`src/rtl/display_scan_ctrl.sv`:
```
// Multiplexed 7448 digit scanner: prescaled digit slots, dead-time blanking, leading-zero suppression.
// Optional build macro DISP_SCAN_DIM_EN adds a 2-bit dim input that trims the lit part of each slot.
module display_scan_ctrl #(
  parameter int N_DIGITS = 4,
  parameter int PRESCALE = 1000,
  parameter int DEAD     = 2
) (
  input  logic                    clk,
  input  logic                    rst_n,
  input  logic [4*N_DIGITS-1:0]   value,
  input  logic                    load,
  input  logic                    rbz_en,
  input  logic                    lt_n,
  input  logic                    bi_n,
`ifdef DISP_SCAN_DIM_EN
  input  logic [1:0]              dim,
`endif
  output logic [3:0]              bcd,
  output logic                    lt,
  output logic                    bi,
  output logic                    rbi,
  output logic [N_DIGITS-1:0]     dig_en,
  output logic                    frame_done
);

  localparam int PCW = (PRESCALE > 1) ? $clog2(PRESCALE) : 1;
  localparam int IW  = $clog2(N_DIGITS);
  localparam logic [PCW-1:0] PC_LAST = PCW'(PRESCALE - 1);
  localparam logic [PCW-1:0] PC_DEAD = PCW'(DEAD);
  localparam logic [IW-1:0]  IDX_TOP = IW'(N_DIGITS - 1);

  // scan state
  logic [PCW-1:0]          pc_reg, pc_next;
  logic [IW-1:0]           idx_reg, idx_next;
  logic [4*N_DIGITS-1:0]   pending_reg, pending_next;
  logic [4*N_DIGITS-1:0]   active_reg, active_next;

  // registered pins
  logic [3:0]              bcd_reg;
  logic                    lt_reg, bi_reg, rbi_reg, frame_done_reg;
  logic [N_DIGITS-1:0]     dig_en_reg;

  // combinational pin values, captured on the next edge
  logic [3:0]              bcd_next;
  logic                    bi_next, rbi_next;
  logic [N_DIGITS-1:0]     dig_en_next;

  logic                    tick;
  logic                    boundary;
  logic                    dim_ok;
  logic [3:0]              nib [N_DIGITS];
  logic [N_DIGITS-1:0]     lead_zero;

  assign tick     = (pc_reg == PC_LAST);
  assign boundary = tick && (idx_reg == '0);

  always_comb begin
    pc_next      = pc_reg + 1'b1;
    idx_next     = idx_reg;
    pending_next = pending_reg;
    active_next  = active_reg;
    if (tick) begin
      pc_next  = '0;
      idx_next = (idx_reg == '0) ? IDX_TOP : idx_reg - 1'b1;
    end
    if (load) begin
      pending_next = value;
    end
    // A load landing on the boundary edge bypasses pending so it is not lost for a frame.
    if (boundary) begin
      active_next = load ? value : pending_reg;
    end
  end

  // lead_zero[i]: every active nibble from the MSD down to i is zero
  generate
    for (genvar gi = 0; gi < N_DIGITS; gi++) begin : g_digit
      assign nib[gi]         = active_reg[4*gi +: 4];
      assign lead_zero[gi]   = ~|active_reg[4*N_DIGITS-1 : 4*gi];
      assign dig_en_next[gi] = (idx_reg != IW'(gi));
    end
  endgenerate

`ifdef DISP_SCAN_DIM_EN
  localparam int QUARTER = PRESCALE / 4;
  logic [31:0] dim_limit;
  assign dim_limit = 32'(PRESCALE) - 32'(dim) * 32'(QUARTER);
  assign dim_ok    = ({{(32-PCW){1'b0}}, pc_reg} < dim_limit);
`else
  assign dim_ok    = 1'b1;
`endif

  // Digit 0 is never suppressed, so an all-zero value still shows one "0".
  assign rbi_next = !(rbz_en && (idx_reg != '0) && lead_zero[idx_reg]);
  assign bcd_next = nib[idx_reg];
  assign bi_next  = bi_n && (pc_reg >= PC_DEAD) && dim_ok;

  always_ff @(posedge clk or negedge rst_n) begin
    if (!rst_n) begin
      pc_reg         <= '0;
      idx_reg        <= IDX_TOP;
      pending_reg    <= '0;
      active_reg     <= '0;
      bcd_reg        <= '0;
      lt_reg         <= 1'b1;
      bi_reg         <= 1'b0;
      rbi_reg        <= 1'b1;
      dig_en_reg     <= '1;
      frame_done_reg <= 1'b0;
    end else begin
      pc_reg         <= pc_next;
      idx_reg        <= idx_next;
      pending_reg    <= pending_next;
      active_reg     <= active_next;
      bcd_reg        <= bcd_next;
      lt_reg         <= lt_n;
      bi_reg         <= bi_next;
      rbi_reg        <= rbi_next;
      dig_en_reg     <= dig_en_next;
      frame_done_reg <= boundary;
    end
  end

  assign bcd        = bcd_reg;
  assign lt         = lt_reg;
  assign bi         = bi_reg;
  assign rbi        = rbi_reg;
  assign dig_en     = dig_en_reg;
  assign frame_done = frame_done_reg;

endmodule

```
`config.mk`:
```
export PLATFORM = sky130hd
export DESIGN_NAME = display_scan_ctrl
export DESIGN_NICKNAME = d
export VERILOG_FILES = /design/src/rtl/display_scan_ctrl.sv
export SDC_FILE = /design/constraint.sdc
export NUM_CORES = 1
export LEC_CHECK = 0
export ABC_CLOCK_PERIOD_IN_PS = 2300
export CORE_MARGIN = 2
export CORE_UTILIZATION = 50
export CTS_BUF_LIST = sky130_fd_sc_hd__clkbuf_8 sky130_fd_sc_hd__clkbuf_16
export DETAILED_ROUTE_END_ITERATION = 8
export GPL_TIMING_DRIVEN = 1
export HOLD_SLACK_MARGIN = 0.03
export PLACE_DENSITY = 0.74
export SKIP_CTS_REPAIR_TIMING = 1
export SYNTH_ARGS = -nofsm -noshare
export SYNTH_HDL_FRONTEND = slang
export SYNTH_SLANG_ARGS = --single-unit
```
`constraint.sdc`:
```
create_clock -name clk -period 2.3 [get_ports clk]
set_input_delay 0.46 -clock clk [delete_from_list [all_inputs] [get_ports clk]]
set_output_delay 0.46 -clock clk [all_outputs]
set_load 0.03 [all_outputs]
```
* Word-level counts from Yosys, hierarchy flattened
Index checks and enable logic that the tools add are counted.
** Storage, ports and cells
- Register bits after elaboration :: 56
- Bits of input ports :: 22
- Logic and storage cells :: 43
** Operators by class
- Reductions and logical operators :: 15
- Equal/unequal tests :: 4
- Bitwise gates (word level) :: 1
- Order comparisons :: 3
- Multiplexer cells :: 8
- Add/sub/neg operators :: 2
** Operators with widths (number)
- $mux W16 :: 1
- $reduce_or A16 Y1 :: 1
- $reduce_or A12 Y1 :: 1
- $add A10 B1 Y10 const B :: 1
- $eq A10 B10 Y1 const B :: 1
- $ge A10 B2 Y1 const B :: 1
- $mux W10 :: 1
- $bmux W4 S2 :: 1
- $mux W4 :: 2
- $reduce_or A8 Y1 :: 1
- $logic_not A1 Y1 :: 5
- $logic_and A1 B1 Y1 :: 4
- $ne A2 B2 Y1 const B :: 2
- $reduce_or A4 Y1 :: 1
- $ge A3 B3 Y1 const B :: 1
- $lt A2 B3 Y1 const B :: 1
- $not A2 Y3 :: 1
- $bmux W1 S2 :: 1
- $logic_not A2 Y1 :: 1
- $mux W2 :: 1
- $ne A2 B1 Y1 const B :: 1
- $reduce_bool A2 Y1 :: 1
- $sub A2 B1 Y2 const B :: 1
- $mux W1 :: 1

* Longest topological paths before layout
- Depth in word-level cells :: 6
- Depth in mapped cells :: 6
- Gate-level depth less buffers :: 5

* Worst setup path before layout
OpenSTA, ideal clock, no wires.
- Kind :: register to register
- Start :: register idx_reg[0]
- End :: register active_reg[10]
- Cell stages (with the launch flop) :: 7
- Required time :: 2175 ps
- Buffers on the path :: 2
- Library setup time :: 125 ps
- Data arrival time :: 1804 ps
- Path slack :: 371 ps
- Path through :: dfstp_2 clkbuf_1 inv_1 ha_1 nand4_4 buf_6 mux2_4
** Between the ends
- Longest elaborated chain between the ends :: 2
** Ends and longest elaborated chain
- from (decl) :: RTL line 34 : logic [IW-1:0] idx_reg, idx_next;
- from (signal assigned) :: RTL line 112 : idx_reg <= idx_next;
- $logic_not A2 Y1 :: RTL line 55 : assign boundary = tick && (idx_reg == '0);
- $logic_and A1 B1 Y1 :: RTL line 55
- to (signal assigned) :: RTL line 114 : active_reg <= active_next;
- to (decl) :: RTL line 36 : logic [4*N_DIGITS-1:0] active_reg, active_next;
No other way between the ends.
A chain may end at the register's enable or synchronous reset.

* Worst setup path after layout
- Start :: register dig_en_reg[2], in the netlist dig_en[2]
- End :: output dig_en[2]
** RTL lines
- from (decl) :: RTL line 41 : logic [N_DIGITS-1:0] dig_en_reg;
- from (signal assigned) :: RTL line 119 : dig_en_reg <= dig_en_next;
- to (decl) :: RTL line 22 : output logic [N_DIGITS-1:0] dig_en,
No word-level cell between the ends.

==> key figures <==
CTS
  • Clock tree from TritonCTS: done
  • TritonCTS Buffers: 5
  • CTS root buffer: clkbuf_8
  • Clock Latency Late Sink: roughly 300 ps
  • CTS Buffer Depth: 2
  • CTS H-tree lvls: 2
  • Clk sinks: 56
  • Register clock-pin slew on the reported worst setup and hold paths: 90 ps

Setup path
  • Crit path capture type: primary output
  • Crit path DAT: roughly 1500 ps
  • Worst Path Max Fanout: 1
  • Critical path buffers and inverters: 1
  • CP max stage delay: approximately 660 ps
  • Critical Path RT: 1840 ps
  • Critical path's slowest cell: clkdlybuf4s50_1
  • Worst Setup Start Kind: register
  • Crit-path cells: clkdlybuf4s50_1
  • Top delay family on crit path: buffers and inverters
  • CP Class: register to primary output

Timing
  • Actual slew at the worst max-slew pin: between 600 and 700 ps
  • Fin. max-slew vios: 0
  • Min Tclk post-route: between 1500 and 2000 ps
  • Setup_tns: 0 ps
  • Final hold viol count: 0
  • FMAX: 510 MHz
  • Final worst slack: approximately 340 ps
  • Final setup violating endpoints: 0
  • Worst slew margin: a little over half
  • Final period util: between 80% and 90%
  • Worst Skew: roughly 4.3 ps
  • RSZ-0062 raised after global routing: false

Global route
  • Initial antenna violation count: 0
  • Gr usage total: roughly 17%
  • Total grt overflow: 0
  • Global-route wire length before repair: 7.04 mm
  • Largest net degree at the start of global routing: 57
  • Vias in the first global route: about 1500

Min path
  • Class of the worst hold path: input pin to async pin

Flow run
  • Max cap viols: 0

Route
  • Drt total wl: between 4 and 5 mm
  • Initial DRC count: 63
  • Drt drc: 0
  • Routed Antenna Nets: 0
  • First-pass iteration count of the detailed router: 4
  • WL per Instance: about 16 µm
  • Via count: 1478
  • Vias per cell: 5.60

Floorplan
  • Die Area: ~0.0054 mm²
  • IO Pins: 34
  • Initial core utilization: between 50% and 60%
  • Die width: between 70 and 80 µm
  • Die Ht: approximately 74 µm
  • Rows: 25
  • Core footprint: ~0.0047 mm²

Pwr
  • PD cells: 607 mW/mm²
  • Worst ir drop on vdd: approximately 0.0004 V
  • P_leak: 1.25 nW

Logic synthesis
  • Yosys top cell area share: ~50%
  • Synth Flop Type: dfrtp_1
  • Asr flop ratio synth: 100%
  • Post-Syn Area: 0.00243 mm²
  • Most common cell in the synthesized netlist: dfrtp_1
  • Most instantiated cells after synthesis: dfrtp_1, mux2_2, inv_1
  • Post-synthesis sequential area ratio: roughly three fifths
  • Area leader, netlist: dfrtp_1
  • Post-synthesis net count: around 210
  • Syn avg cell area: approximately 14 µm²
  • Post-synth EDFFs: 0
  • Mapped Cells: between 150 and 200
  • Unique masters post-synth: 37
  • FF+latch count, synth: between 50 and 60
  • Ranking of synthesized cells by area: dfrtp_1, mux2_2, dfstp_2, mux2_4, mux4_2
  • Synth warnings: 0

Cells and area
  • Finished Layout Cells: ~260
  • Fraction of layout cells with a size suffix above 1: a little over a quarter
  • Final core utilization: approximately 61%
  • Final instance area: 0.00288 mm²
  • Area growth, synth to finish: 18.4%
  • Nets@finish: roughly 240
  • Antenna diodes: 0

Placement
  • DP Area: approximately 0.0028 mm²
  • Routability Congestion: roughly 0.84
  • Placed Instances: about 260
  • Pre-CTS setup slack: 348 ps
  • IO buf count: 33
  • Post-DP HPWL: between 2 and 3 mm

Outcome
  • Status: finished clean
-- cells in the final DEF, fill, tap and decap left out, types with 3 or more instances in the layout --
| cell type | synthesis | final |
|---|---|---|
| o21ai_0 | 7 | 7 |
| nand2_1 | 8 | 8 |
| ha_1 | 6 | 6 |
| nor2_1 | 4 | 4 |
| dfrtp_1 | 48 | 48 |
| mux2_2 | 23 | 23 |
| inv_1 | 10 | 11 |
| mux2_4 | 9 | 9 |
| nand3_1 | 5 | 5 |
| clkdlybuf4s50_1 | 0 | 32 |
| dfstp_2 | 8 | 8 |
| a21oi_1 | 3 | 3 |
| clkbuf_8 | 0 | 6 |
| nor4_1 | 6 | 6 |
| mux4_2 | 4 | 4 |
-- per-stage QoR --
stage	hold WS, ps	total power, mW
4_1_cts	294	1.78
6_report	278	1.75
3_5_place_dp	484	1.23
3_3_place_gp	475	1.22
2_1_floorplan	164	1.14
5_1_grt	326	1.83
-- layer usage --
layer	part of all wire (%)	track usage, %
met1	47	23.7
met2	47	26.2
met3	5.2	4.66
met4	1.2	6.87
met5	0	0
-- final timing paths --
path                                startpoint        endpoint  slack, ps  cells after the start
worst min register to register  pending_reg[2]  pending_reg[2]        500                      1
worst min-delay path                     rst_n       pc_reg[0]        280                      2
worst max-delay path                 dig_en[2]       dig_en[2]        340                      1
worst max register to register       pc_reg[0]  active_reg[13]        410                      4
max in group asynchronous                rst_n      frame_done       1580                      2
min in group clk                pending_reg[2]  pending_reg[2]        500                      1
-- cell type report --
class                           instances  area [µm²]
Clock inverter                          2        11.3
Fill cell                             361        1810
Sequential cell                        56        1410
Timing Repair Buffer                   35         340
Inverter                               10        37.5
Clock buffer                            6        82.6
Tap cell                               54        67.6
Multi-Input combinational cell        101         927
-- cell families after synthesis --
kind of cell / count (synthesis) / synth area share, %
AND/OR/NAND/NOR: 37 / 8.96
flip-flops: 56 / 58.1
XOR/XNOR: 2 / 0.721
multiplexers: 38 / 20.8
AO/OA/AOI/OAI: 18 / 4.63
adder cells (fa/ha/maj): 6 / 3.09
buffers and inverters: 20 / 3.76
-- power breakdown --
| group | total, mW | internal [mW] | switching, mW |
|---|---|---|---|
| Sequential | 1.05 | 1.03 | 0.0201 |
| Clock | 0.542 | 0.241 | 0.301 |
| Combinational | 0.151 | 0.0890 | 0.0623 |
No activity file was read; power rests on OpenSTA's default activity.
